--- src/rtl/easy_axi_slv.sv ---
// ============================================================================
// Module   : easy_axi_slv
// Purpose  : AXI read-slave responder. Queues AR requests in a circular FIFO
//            and returns one single-beat R response per request, in request
//            order, once the head has waited RD_LATENCY cycles. Addresses at
//            or above ADDR_LIMIT are answered with SLVERR.
// Ports    : clk, rst_n                - clock, async active-low reset
//            axi_slv_ar{valid,ready,id,addr} - read request channel
//            axi_slv_r{valid,ready,id,data,resp,last} - read response channel
//            ostd_cnt                  - number of queued requests
// Revision : 1.0 - initial release
// ============================================================================
`default_nettype none

`ifndef AXI_ID_WIDTH
`define AXI_ID_WIDTH 4
`endif
`ifndef AXI_ADDR_WIDTH
`define AXI_ADDR_WIDTH 16
`endif
`ifndef AXI_DATA_WIDTH
`define AXI_DATA_WIDTH 32
`endif

module easy_axi_slv #(
  parameter int                         OSTD_DEPTH = 4,
  parameter int                         RD_LATENCY = 2,
  parameter logic [`AXI_ADDR_WIDTH-1:0] ADDR_LIMIT = 16'h0001
) (
  input  logic                              clk,
  input  logic                              rst_n,
  input  logic                              axi_slv_arvalid,
  output logic                              axi_slv_arready,
  input  logic [`AXI_ID_WIDTH-1:0]          axi_slv_arid,
  input  logic [`AXI_ADDR_WIDTH-1:0]        axi_slv_araddr,
  output logic                              axi_slv_rvalid,
  input  logic                              axi_slv_rready,
  output logic [`AXI_ID_WIDTH-1:0]          axi_slv_rid,
  output logic [`AXI_DATA_WIDTH-1:0]        axi_slv_rdata,
  output logic [1:0]                        axi_slv_rresp,
  output logic                              axi_slv_rlast,
  output logic [$clog2(OSTD_DEPTH):0]       ostd_cnt
);

  localparam int c_IW    = `AXI_ID_WIDTH;
  localparam int c_AW    = `AXI_ADDR_WIDTH;
  localparam int c_DW    = `AXI_DATA_WIDTH;
  localparam int c_PTR_W = $clog2(OSTD_DEPTH);
  localparam int c_CNT_W = c_PTR_W + 1;

  localparam logic [c_CNT_W-1:0] c_FULL = c_CNT_W'(OSTD_DEPTH);
  localparam logic [3:0]         c_LAT  = 4'(RD_LATENCY);

  // Request storage (no reset needed: only entries below the count are read)
  logic [c_IW-1:0]    r_mem_id   [OSTD_DEPTH];
  logic [c_AW-1:0]    r_mem_addr [OSTD_DEPTH];

  logic [c_PTR_W-1:0] r_wptr;
  logic [c_PTR_W-1:0] r_rptr;
  logic [c_CNT_W-1:0] r_cnt;
  logic [3:0]         r_wait;

  logic               w_arready;
  logic               w_rvalid;
  logic               w_push;
  logic               w_pop;
  logic [c_CNT_W-1:0] w_cnt_nxt;
  logic [3:0]         w_wait_nxt;
  logic [c_IW-1:0]    w_head_id;
  logic [c_AW-1:0]    w_head_addr;
  logic [c_DW-1:0]    w_rdata;

  // Both handshake qualifiers come from registers only, so neither ready
  // nor valid depends combinationally on the other side.
  assign w_arready   = (r_cnt != c_FULL);
  assign w_rvalid    = (r_cnt != '0) && (r_wait == 4'd0);
  assign w_push      = axi_slv_arvalid && w_arready;
  assign w_pop       = w_rvalid && axi_slv_rready;
  assign w_head_id   = r_mem_id[r_rptr];
  assign w_head_addr = r_mem_addr[r_rptr];

  always_comb begin
    w_cnt_nxt = r_cnt;
    case ({w_push, w_pop})
      2'b10:   w_cnt_nxt = r_cnt + c_CNT_W'(1);
      2'b01:   w_cnt_nxt = r_cnt - c_CNT_W'(1);
      default: w_cnt_nxt = r_cnt;
    endcase
  end

  // The wait counter restarts whenever a new entry becomes the head: either a
  // push into an empty queue, or a pop that exposes another entry (this also
  // covers push+pop at a count of one, where the pushed entry becomes head).
  always_comb begin
    w_wait_nxt = r_wait;
    if (w_push && (r_cnt == '0)) begin
      w_wait_nxt = c_LAT;
    end else if (w_pop && (w_cnt_nxt != '0)) begin
      w_wait_nxt = c_LAT;
    end else if ((r_wait != 4'd0) && (r_cnt != '0)) begin
      w_wait_nxt = r_wait - 4'd1;
    end
  end

  always_ff @(posedge clk or negedge rst_n) begin
    if (!rst_n) begin
      r_wptr <= '0;
      r_rptr <= '0;
      r_cnt  <= '0;
      r_wait <= 4'd0;
    end else begin
      // Power-of-two depth: pointers wrap by natural overflow.
      if (w_push) r_wptr <= r_wptr + c_PTR_W'(1);
      if (w_pop)  r_rptr <= r_rptr + c_PTR_W'(1);
      r_cnt  <= w_cnt_nxt;
      r_wait <= w_wait_nxt;
    end
  end

  always_ff @(posedge clk) begin
    if (w_push) begin
      r_mem_id[r_wptr]   <= axi_slv_arid;
      r_mem_addr[r_wptr] <= axi_slv_araddr;
    end
  end

  // Payload: address in the top bits, ID in the bottom bits, zeros between.
  always_comb begin
    w_rdata = '0;
    if (w_rvalid) begin
      w_rdata[c_DW-1 -: c_AW] = w_head_addr;
      w_rdata[c_IW-1:0]       = w_head_id;
    end
  end

  assign axi_slv_arready = w_arready;
  assign axi_slv_rvalid  = w_rvalid;
  assign axi_slv_rlast   = w_rvalid;
  assign axi_slv_rid     = w_rvalid ? w_head_id : '0;
  assign axi_slv_rdata   = w_rdata;
  assign axi_slv_rresp   = !w_rvalid                 ? 2'b00 :
                           (w_head_addr < ADDR_LIMIT) ? 2'b00 : 2'b10;
  assign ostd_cnt        = r_cnt;

endmodule

`default_nettype wire

--- config.mk ---
export PLATFORM = sky130hd
export DESIGN_NAME = easy_axi_slv
export DESIGN_NICKNAME = d
export VERILOG_FILES = /design/src/rtl/easy_axi_slv.sv
export SDC_FILE = /design/constraint.sdc
export NUM_CORES = 1
export LEC_CHECK = 0
export ABC_AREA = 1
export CAP_MARGIN = 20
export CORE_MARGIN = 2
export CORE_UTILIZATION = 43
export DETAILED_ROUTE_END_ITERATION = 8
export HOLD_SLACK_MARGIN = 0.06
export PLACE_DENSITY = 0.65
export SYNTH_ARGS = -nofsm -noshare
export SYNTH_HDL_FRONTEND = slang
export SYNTH_SLANG_ARGS = --single-unit
--- constraint.sdc ---
create_clock -name clk -period 4.2 [get_ports clk]
set_input_delay 0.84 -clock clk [delete_from_list [all_inputs] [get_ports clk]]
set_output_delay 0.84 -clock clk [all_outputs]
set_load 0.01 [all_outputs]
======== After elaboration in Yosys (flattened, before gate mapping) ========
Memory sizes are Yosys's and may differ from the RTL's.
Cells that the tools add are included.
Widths: inputs -> output; s select.
operators by class
  div/mod/pow operators ................... 0
  shift operators ......................... 0
  multiply operators ...................... 0
  bitwise logic cells ..................... 0
  reductions and logical operators ........ 12
  equality and inequality tests ........... 3
  muxes and demuxes ....................... 10
  $add $sub $neg .......................... 5
  order comparisons ....................... 1
operators by type and width
  kind                 number
  $lt 16x1->1 const B  1
  $mux 16              1
  $mux 4               4
  $reduce_bool 3->1    3
  $logic_and 1x1->1    6
  $pmux 3 s2           1
  $add 2x1->2 const B  2
  $logic_not 4->1      1
  $mux 2               2
  $reduce_bool 4->1    1
  $sub 4x1->4 const B  1
  $add 3x1->3 const B  1
  $logic_not 3->1      1
  $ne 3x3->1 const B   1
  $sub 3x1->3 const B  1
  $eq 2x1->1 const B   1
  $eq 2x2->1 const B   1
  $mux 1               2
word-level totals
  register bits after elaboration ......... 11
  memories ................................ 2
  bits in read-only memories .............. 0
  bits in writable memories ............... 80
  latch bits .............................. 0
  bits of input ports ..................... 24
memory list
  name        words  width  rd ports  clocked after memory_dff  write ports  line  text
  r_mem_addr  4      16     1         0                         1            56    logic [c_AW-1:0] r_mem_addr [OSTD_DEPTH];
  r_mem_id    4      4      1         0                         1            55    logic [c_IW-1:0] r_mem_id [OSTD_DEPTH];

======== Logic depth before layout (Yosys ltp) ========
Gate-level depths: netlist (run 1).
  depth in word-level cells ............... 9
  mapped depth ............................ 14
  gate-level depth less buffers ........... 14

======== Worst setup path before layout (run 1) ========
OpenSTA, ideal clock, no wires.
  kind .................................... input port to flip-flop
  start ................................... input port axi_slv_rready
  end ..................................... register r_wait[0]
  stages on the path ...................... 10
  path buffers ............................ 0
  setup slack ............................. 1.813 ns
  library setup time ...................... 0.071 ns
  arrival time ............................ 2.316 ns
  data required time ...................... 4.129 ns
  cell sequence ........................... inv_1 nor2_2 ha_1 fa_1 nor2_1 a21oi_1 or2_1 o21ai_2 nand2_2 nor2_1
between the ends
  longest elaborated chain between the ends .. 7
ends and longest elaborated chain
  element                                          line  text
  start: declaration                               37    input logic axi_slv_rready,
  $logic_and 1x1->1 *                              78    assign w_pop = w_rvalid && axi_slv_rready;
  via w_pop                                        66    logic w_pop;
  $eq 2x1->1 / $eq 2x2->1 (equally long branches)  84    case ({w_push, w_pop})
  $pmux 3 s2 *                                     84
  via w_cnt_nxt[1]                                 67    logic [c_CNT_W-1:0] w_cnt_nxt;
  $reduce_bool 3->1 *                              98    end else if (w_pop && (w_cnt_nxt != '0)) begin
  $logic_and 1x1->1 *                              98
  $mux 4                                           98
  $mux 4                                           96    if (w_push && (r_cnt == '0)) begin
  end signal: assignment                           116   r_wait <= w_wait_nxt;
  end: declaration                                 61    logic [3:0] r_wait;
Mark *: on every way through the listed nets, which the timed path passes. The rest lies on a longest branch.
A chain may end at the register's enable or synchronous reset.

======== Final worst setup path (run 1) ========
  start ................................... register r_rptr[1]
  end ..................................... output port axi_slv_rresp[1]
between the ends
  longest elaborated chain between the ends .. 4
ends and longest elaborated chain
  element                   line  text
  start: declaration        59    logic [c_PTR_W-1:0] r_rptr;
  start signal: assignment  114   if (w_pop) r_rptr <= r_rptr + c_PTR_W'(1);
  $mem_v2 4x16              -
  $lt 16x1->1               142   (w_head_addr < ADDR_LIMIT) ? 2'b00 : 2'b10;
  $mux 2                    142
  $mux 2                    141   assign axi_slv_rresp = !w_rvalid ? 2'b00 :
  end: declaration          40    output logic [1:0] axi_slv_rresp,
Every way passes these cells.

==> flow_summary.toml, run 1 <==
[status]
status = "finished clean"

[power]
p_switching_mw = 1.127
clock_power_share_pct = 18.9
leakagePower_nw = 1.849
combPwrFrac_pct = 39.0
irDropWorstVdd_v = 0.0002728
intPower_mw = 1.920
power_frac_seq_pct = 42.2
p_sw_share_pct = 36.99
power_density_mw_per_mm2 = 639.1
finalPower_mw = 3.047

[detailed_routing]
wl_per_cell_um = 14.38
drt_iter0_markers = 154
via_per_inst = 4.890
drc = 0
via_count = 2611
final_antenna_net_count = 0
dr.pass1.iters = 4
wl_um = 7679

[cells_and_area]
multi_input_area_sq_mm = 0.001094
fillers = 791
final_cells = 534
synthToLayoutAreaGrowth_pct = 18.73
insertedDiodeCount = 0
nNetsFinal = 450
drive_gt1_share_pct = 7.092
seq_area_sq_mm = 0.002678

[sta]
setup_violations = 0
rsz0062_at_grt = "no"
max_clock_freq_ghz = 0.3045
period_share_pct = 78.19
max-slew-margin-rel_pct = 55.89
finalHoldViolCount = 0
setup_ws_ns = 0.9160
final.setup.tns_ns = 0
clock_skew_ns = 0.005532
drv_slew = 0
worstMarginPinSlew_ns = 0.6607
fin_hold_ws_ns = 0.5784
fin_crit_ns = 3.284

[critical_path]
crit_family = "buffers and inverters"
reg2reg_from = "ostd_cnt[0]"
cp-startpoint = "r_rptr[1]"
cp-end-kind = "primary output"
critPathRequiredTime_ns = 3.36
worst-path-buf-inv = 3
crit_path_top_delay_cell = "clkdlybuf4s50_1"
crit_arrival_ns = 2.44
critical_path_class = "flop to primary output"
cp-start-kind = "flop"
cp_cell_sequence = "inv_1 -> buf_4 -> nand3_1 -> nand2_1 -> nand2_1 -> nor2_1 -> nand2_1 -> nor2_1 -> nor2_1 -> clkdlybuf4s50_1"
cpPeakStageDelay_ns = 0.48
critPathMaxFanout = 15

[clocking]
cts_buffers = 9
clk_latency_ns = 0.35
ctsHoldBuffers = 0
clock_sinks = 91
cts-htree-levels = 3
cts.clk_slew.worst_paths_ns = 0.09
tritoncts = "built"
root_buffer = "clkbuf_8"
clockBufferDepth = 2
cts_resized = 0
postCtsSetupBuffers = 0

[synthesis]
netlist_area_sq_mm = 0.004015
ys_seq_area_share_pct = 66.69
synthCells = 366
yosysWarnings = 0
avgSynthCellArea_sq_um = 10.97
ys_ff_latch = 91
yosysUniqueCellTypes = 24

[worst_hold_path]
worstHoldPathType = "flop to flop"
holdCritStartpoint = "r_wait[3]"

[grt]
groute.layer.met2.usage_pct = 27.03
met3_usage_pct = 3.467
grt_busiest_layer = "met2"
antenna_found_initial = 0
grt_pass1_wl_um = 12360
grt-ovfl-total = 0
grt_pass1_vias = 2524
use_met1_pct = 20.92
grtUsageTotal_pct = 16.39
grt_max_degree = 43

[die]
rows = 35
core_area_sq_mm = 0.009153
ioPinCount = 68
die-area_sq_mm = 0.01013
dieHeight_um = 100.6
initial_core_util_pct = 43.87
die_x_um = 100.6

[placement]
post-place-ws_ns = 1.088
dp_hpwl_um = 4829
dp.cells = 518
place_congestion = 0.7262
numPortBuffers = 54

[job]
cap_viol_max_count = 0
-- path summary, 6_finish.rpt --
check | to | slack [ns] | cells after the start
min in group asynchronous | r_rptr[1] | 0.82 | 1
max reg2reg | r_wait[0] | 1.56 | 13
min | r_wait[3] | 0.58 | 2
max | axi_slv_rresp[1] | 0.92 | 10
min reg2reg | r_wait[3] | 0.58 | 2
max in group asynchronous | r_rptr[0] | 3.04 | 1
-- cells by family after synthesis --
kind of cell | after synthesis | share of synthesized area (%)
AO/OA/AOI/OAI | 16 | 2.088
flip-flops | 91 | 66.69
adder cells (fa/ha/maj) | 8 | 2.680
other | 1 | 0.09340
buffers and inverters | 50 | 7.448
AND/OR/NAND/NOR | 193 | 19.48
XOR/XNOR | 7 | 1.527
-- flip-flops by register name, indices dropped and copies added (netlist names) --
name	flops
r_mem_id	16
r_wptr	2
r_mem_addr	64
r_wait	4
ostd_cnt	3
r_rptr	2
-- per-layer routing --
| metal | routed length (um) | part of all wire [%] |
|---|---|---|
| met5 | 0 | 0 |
| met3 | 377 | 4.9 |
| met1 | 3382 | 44 |
| met2 | 3750 | 49 |
| met4 | 169 | 2.2 |
-- through the flow --
stage               util (%)  area (sq um)
CTS                    52.08          4767
global route           52.08          4767
floorplan                  -          4060
detailed placement     49.98          4574
finish                 52.08          4767
global placement       49.98          4574
-- Yosys cell counts --
cell type | n | share of area (%)
xnor2_1 | 2 | 0.44
o21ai_2 | 1 | 0.22
conb_1 | 1 | 0.093
nand3_1 | 37 | 4.6
ha_1 | 7 | 2.2
inv_1 | 16 | 1.5
or2_1 | 1 | 0.16
buf_2 | 5 | 0.62
xor2_1 | 5 | 1.1
clkbuf_1 | 3 | 0.28
nand2_1 | 101 | 9.4
buf_6 | 3 | 0.84
nand4_1 | 1 | 0.16
buf_4 | 22 | 4.1
nand2_2 | 1 | 0.16
dfrtp_1 | 11 | 6.9
nor2_2 | 1 | 0.16
nor2_1 | 50 | 4.7
a21oi_1 | 6 | 0.75
nor3_1 | 1 | 0.12
o21ai_0 | 9 | 1.1
fa_1 | 1 | 0.50
edfxtp_1 | 80 | 60
inv_2 | 1 | 0.093
-- cells in the final DEF, fill, tap and decap left out, types with 9 or more instances in the layout --
cell type        count
dfrtp_1             11
nor2_1              46
nand2_1            101
inv_1               16
clkbuf_8             9
nand3_1             37
o21ai_0              9
clkdlybuf4s50_1     54
edfxtp_1            80
conb_1              13
-- area by class of cell --
cell class	count	share of cell area, %
Tap cell	111	2.913
Inverter	17	1.339
Multi-Input combinational cell	237	22.94
Clock inverter	6	1.365
Clock buffer	10	2.677
Sequential cell	91	56.17
Timing Repair Buffer	62	12.60
-- worst register-to-register path: cells and delay by family (launching register included) --
kind | cells | cell delay (ns)
compound gates | 2 | 0.21
fa+ha+maj | 2 | 0.68
flops | 1 | 0.44
simple gates | 7 | 0.91
buf+inv | 2 | 0.34
-- power by group through the flow --
stage / Clock [mW] / Combinational, mW / Sequential [mW]
after global placement: 0 / 1.19 / 1.30
after global routing: 0.628 / 1.35 / 1.30
final: 0.574 / 1.19 / 1.28
after CTS: 0.586 / 1.21 / 1.29
after floorplan: 0 / 0.844 / 1.30
after detailed placement: 0 / 1.21 / 1.31
No activity file was read; power rests on OpenSTA's default activity.
==> run 2, diff against run 1 <==
- clock period: 4.2 -> 3.1 ns (I/O delays scaled with it)
==> flow_summary.toml, run 2 (synthesized netlist as in run 1, its figures left out) <==
[status]
status = "finished clean"

[placement]
dp.cells = 524
numPortBuffers = 54
place_congestion = 0.7521
dp_hpwl_um = 5145

[cells_and_area]
insertedDiodeCount = 0
largest_register_ffs = 64
synthToLayoutAreaGrowth_pct = 19.85
nNetsFinal = 456
final_common_cell = "nand2_1"
mostFrequentLayoutCells = "101 x nand2_1, 80 x edfxtp_1, 54 x clkdlybuf4s50_1"
fillers = 796
final_cells = 540
largestRegisters = "r_mem_addr: 64 flops, r_mem_id: 16 flops, r_wait: 4 flops"
drive_gt1_share_pct = 8.858
max_flop_register = "r_mem_addr"

[clocking]
cts-htree-levels = 3
clk_latency_ns = 0.36
root_buffer = "clkbuf_8"
tritoncts = "built"
postCtsSetupBuffers = 0
clock_sinks = 91
cts_buffers = 9
cts.clk_slew.worst_paths_ns = 0.09
clockBufferDepth = 2

[critical_path]
crit_path_frequent_cell = "nand2_1"
cp-start-kind = "flop"
cp_cell_sequence = "buf_6 -> nand2_1 -> nand3_1 -> nand2_1 -> nand2_1 -> nor2_1 -> nand2_1 -> nor2_1 -> nor2_1 -> clkdlybuf4s50_1"
cp-startpoint = "r_rptr[0]"
crit_path_top_delay_cell = "clkdlybuf4s50_1"
critPathMaxFanout = 42
cp-end-kind = "primary output"
crit_arrival_ns = 2.29
r2r_cells = 12
critical_path_class = "flop to primary output"
r2r-end = "r_wait[3]"
cpPeakStageDelay_ns = 0.54
reg2reg_from = "r_wait[0]"
reg2reg_slack_ns = 0.54
critPathRequiredTime_ns = 2.48
crit_end = "axi_slv_rresp[1]"

[sta]
fin_crit_ns = 2.914
finalHoldViolCount = 0
period_share_pct = 94.00
drv_slew = 0
max_clock_freq_ghz = 0.3432
clock_skew_ns = 0.008819
rsz0062_at_grt = "no"
max-slew-margin-rel_pct = 62.70
setup_violations = 0
final.setup.tns_ns = 0
worstMarginPinSlew_ns = 0.5578

[die]
die_x_um = 100.6
die-area_sq_mm = 0.01013
dieHeight_um = 100.6
initial_core_util_pct = 43.87
ioPinCount = 68
rows = 35
core_area_sq_mm = 0.009153

[power]
combPwrFrac_pct = 40.6
leakagePower_nw = 1.872
intPower_mw = 2.575
p_switching_mw = 1.613
p_sw_share_pct = 38.51
irDropWorstVdd_v = 0.0004300
power_density_mw_per_mm2 = 870.4
clock_power_share_pct = 17.8
power_frac_seq_pct = 41.6

[grt]
grt_pass1_vias = 2621
grt-ovfl-total = 0
grtUsageTotal_pct = 16.94
antenna_found_initial = 0
grt_max_degree = 43
grt_pass1_wl_um = 12890

[detailed_routing]
wl_um = 8176
drc = 0
via_count = 2678
drt_iter0_markers = 194
dr.pass1.iters = 4
via_per_inst = 4.959
wl_per_cell_um = 15.14
final_antenna_net_count = 0

[job]
cap_viol_max_count = 0

[worst_hold_path]
worstHoldPathType = "flop to flop"
## run 2: cell count changes in the layout (fill, tap and decap cells not counted), sizes merged
cell      previous run  this run
buf                  8        14
inv                 18        21
clkinv               4         2
bufinv               1         0
clkbuf              10         9
clkinvlp             0         1
## run 2: through the flow
| step | hold slack, ns | total power, mW | instance area [sq um] | setup WS [ns] | util, % |
|---|---|---|---|---|---|
| after CTS | 0.5920 | 4.210 | 4806 | 0.09097 | 52.51 |
| after floorplan | 0.3244 | 2.901 | 4060 | 0.7903 | - |
| after global routing | 0.6344 | 4.491 | 4812 | 0.00001599 | 52.58 |
| final | 0.5820 | 4.189 | 4812 | 0.1862 | 52.58 |
| after detailed placement | 0.5736 | 3.467 | 4619 | 0.3494 | 50.47 |
| after global placement | 0.5331 | 3.419 | 4619 | 0.3948 | 50.47 |
## run 2: power by group through the flow
stage / clock, mW / sequential (mW) / combinational [mW]
3_5_place_dp: 0 / 1.77 / 1.70
6_report: 0.746 / 1.74 / 1.70
5_1_grt: 0.796 / 1.77 / 1.93
4_1_cts: 0.755 / 1.74 / 1.72
2_1_floorplan: 0 / 1.76 / 1.14
3_3_place_gp: 0 / 1.76 / 1.66
## run 2: layout make-up
type / count / area, sq um / share of cell area [%]
Clock buffer: 9 / 123.9 / 2.574
Clock inverter: 7 / 57.56 / 1.196
Inverter: 17 / 66.31 / 1.378
Sequential cell: 91 / 2678 / 55.64
Tap cell: 111 / 138.9 / 2.886
Timing Repair Buffer: 68 / 649.4 / 13.49
Multi-Input combinational cell: 237 / 1099 / 22.83
## run 2: worst min path at each step
stage | from | end | slack [ns] | depth (start not counted)
finish | r_wait[3] | r_wait[3] | 0.58 | 2
global route | r_wait[2] | r_wait[2] | 0.63 | 3
CTS | ostd_cnt[0] | ostd_cnt[0] | 0.59 | 1
detailed placement | ostd_cnt[0] | ostd_cnt[0] | 0.57 | 1
global placement | r_wait[3] | r_wait[3] | 0.53 | 2
floorplan | rst_n | ostd_cnt[0] | 0.32 | 0
## run 2: critical path: cells and delay by family (launching register included)
| family | cells | cell delay, ns |
|---|---|---|
| buffers and inverters | 2 | 0.87 |
| DFF | 1 | 0.41 |
| and+or+nand+nor | 8 | 0.67 |
## run 2: metal layers
metal	routed length (um)	track usage (%)
met2	3980	28.15
met5	0	0
met3	405	2.913
met1	3655	22.23
met4	134	6.639
## run 2: repair_timing
item,CTS,global route
pin swaps,0,0
resized for setup,1,3
endpoints found under the setup margin,1,1
hold buffers,0,0
gates cloned,0,0
==> run 3, diff against run 2 <==
- REMOVE_ABC_BUFFERS: unset -> 1
==> flow_summary.toml, run 3 (synthesized netlist as in run 1, its figures left out) <==
[clocking]
cts.clk_slew.worst_paths_ns = 0.08
postCtsSetupBuffers = 0
cts_buffers = 9
clock_sinks = 91
cts-htree-levels = 3
root_buffer = "clkbuf_8"
clk_latency_ns = 0.35
tritoncts = "built"
clockBufferDepth = 2

[sta]
setup_violations = 0
max_clock_freq_ghz = 0.3397
rsz0062_at_grt = "no"
final.setup.tns_ns = 0
fin_crit_ns = 2.944
setup_ws_ns = 0.1561
drv_slew = 0
period_share_pct = 94.96
clock_skew_ns = 0.01009
finalHoldViolCount = 0

[placement]
place_area_sq_mm = 0.004604
dp.cells = 522
post-place-ws_ns = 0.2936
dp_hpwl_um = 4601
place_congestion = 0.7494
numPortBuffers = 54

[grt]
grt_pass1_wl_um = 11940
antenna_found_initial = 0
grt_max_degree = 43
groute.layer.met2.usage_pct = 27.59
use_met1_pct = 19.04
grt_pass1_vias = 2493
grtUsageTotal_pct = 15.64
met3_usage_pct = 3.537
grt_busiest_layer = "met2"
grt-ovfl-total = 0

[status]
status = "finished clean"

[detailed_routing]
drc = 0
wl_um = 7426
via_count = 2620
dr.pass1.iters = 4
final_antenna_net_count = 0
wl_per_cell_um = 13.83
drt_iter0_markers = 117
via_per_inst = 4.879

[power]
intPower_mw = 2.792
p_sw_share_pct = 35.31
clock_power_share_pct = 21.7
combPwrFrac_pct = 38.1
power_frac_seq_pct = 40.3
p_switching_mw = 1.524
irDropWorstVdd_v = 0.0004820
leakagePower_nw = 1.892
power_density_mw_per_mm2 = 890.3

[cells_and_area]
synthToLayoutAreaGrowth_pct = 20.72
final_common_cell = "nand2_1"
final_core_util_pct = 52.96
largest_register_ffs = 64
nNetsFinal = 454
finalInstanceArea_sq_mm = 0.004847
drive_gt1_share_pct = 8.216
largestRegisters = "r_mem_addr: 64 flops, r_mem_id: 16 flops, r_wait: 4 flops"
mostFrequentLayoutCells = "101 x nand2_1, 80 x edfxtp_1, 54 x clkdlybuf4s50_1"
max_flop_register = "r_mem_addr"
final_cells = 537
insertedDiodeCount = 0

[critical_path]
r2r_cells = 12
critical_path_class = "flop to primary output"
crit_arrival_ns = 2.32
cp-end-kind = "primary output"
critPathMaxFanout = 21
r2r-end = "r_wait[3]"
reg2reg_from = "r_wait[0]"
cp-startpoint = "r_wait[0]"
reg2reg_slack_ns = 0.55
cp-start-kind = "flop"
crit_end = "axi_slv_rdata[0]"
critPathRequiredTime_ns = 2.48

[worst_hold_path]
holdCritStartpoint = "r_wait[2]"
worstHoldPathType = "flop to flop"

[die]
core_area_sq_mm = 0.009153
die-area_sq_mm = 0.01013
rows = 35
die_x_um = 100.6
ioPinCount = 68
dieHeight_um = 100.6
initial_core_util_pct = 43.87

[job]
cap_viol_max_count = 0
==> run 3: cell count changes in the layout (fill, tap and decap cells not counted) <==
cell / delta
bufinv_16: +3
buf_4: -2
clkinv_1: -1
clkinv_2: +1
clkinv_4: -1
clkinvlp_4: -1
inv_6: -1
inv_8: -1
nand3_1: +1
nand3_2: -1
==> run 3: how the worst min path moves through the flow <==
| stage | end | cells past startpoint | slack (ns) |
|---|---|---|---|
| floorplan | ostd_cnt[0] | 0 | 0.32 |
| global placement | r_wait[3] | 2 | 0.54 |
| detailed placement | r_wait[3] | 2 | 0.56 |
| CTS | r_wait[2] | 3 | 0.58 |
| global route | r_wait[1] | 2 | 0.61 |
| finish | r_wait[2] | 3 | 0.58 |
==> run 3: critical path, stage by stage, from the launching register on <==
cell             delay, ns
dfrtp_1               0.41
inv_1                 0.09
ha_1                  0.17
nand3_1               0.17
buf_4                 0.27
a21oi_1               0.27
clkdlybuf4s50_1       0.60
==> run 3: per-layer routing <==
layer  wire length (um)  vias up
met5                  0        -
li1                   -     1297
met3                379       10
met4                 99        0
met2               3735       70
met1               3211     1243
==> run 3: power groups by stage <==
stage / Clock [mW] / Sequential (mW) / Combinational [mW]
finish: 0.935 / 1.74 / 1.64
global route: 0.995 / 1.76 / 1.86
CTS: 0.948 / 1.74 / 1.66
detailed placement: 0 / 1.76 / 1.66
global placement: 0 / 1.76 / 1.63
floorplan: 0 / 1.83 / 0.923
==> run 3: area by class of cell <==
type | instances | area, sq um
Fill cell | 824 | 4305
Multi-Input combinational cell | 237 | 1094
Clock buffer | 9 | 123.9
Tap cell | 111 | 138.9
Sequential cell | 91 | 2678
Timing Repair Buffer | 66 | 634.4
Clock inverter | 6 | 112.6
Inverter | 17 | 66.31
==> run 3: repair_timing <==
action	CTS	global route
hold buffers	0	0
endpoints found under the setup margin	0	3
resized for setup	0	3
==> run 3: metrics by stage <==
step	power (mW)	hold slack [ns]
3_3_place_gp	3.388	0.5416
3_5_place_dp	3.419	0.5639
2_1_floorplan	2.755	0.3244
5_1_grt	4.622	0.6127
4_1_cts	4.350	0.5842
6_report	4.315	0.5808
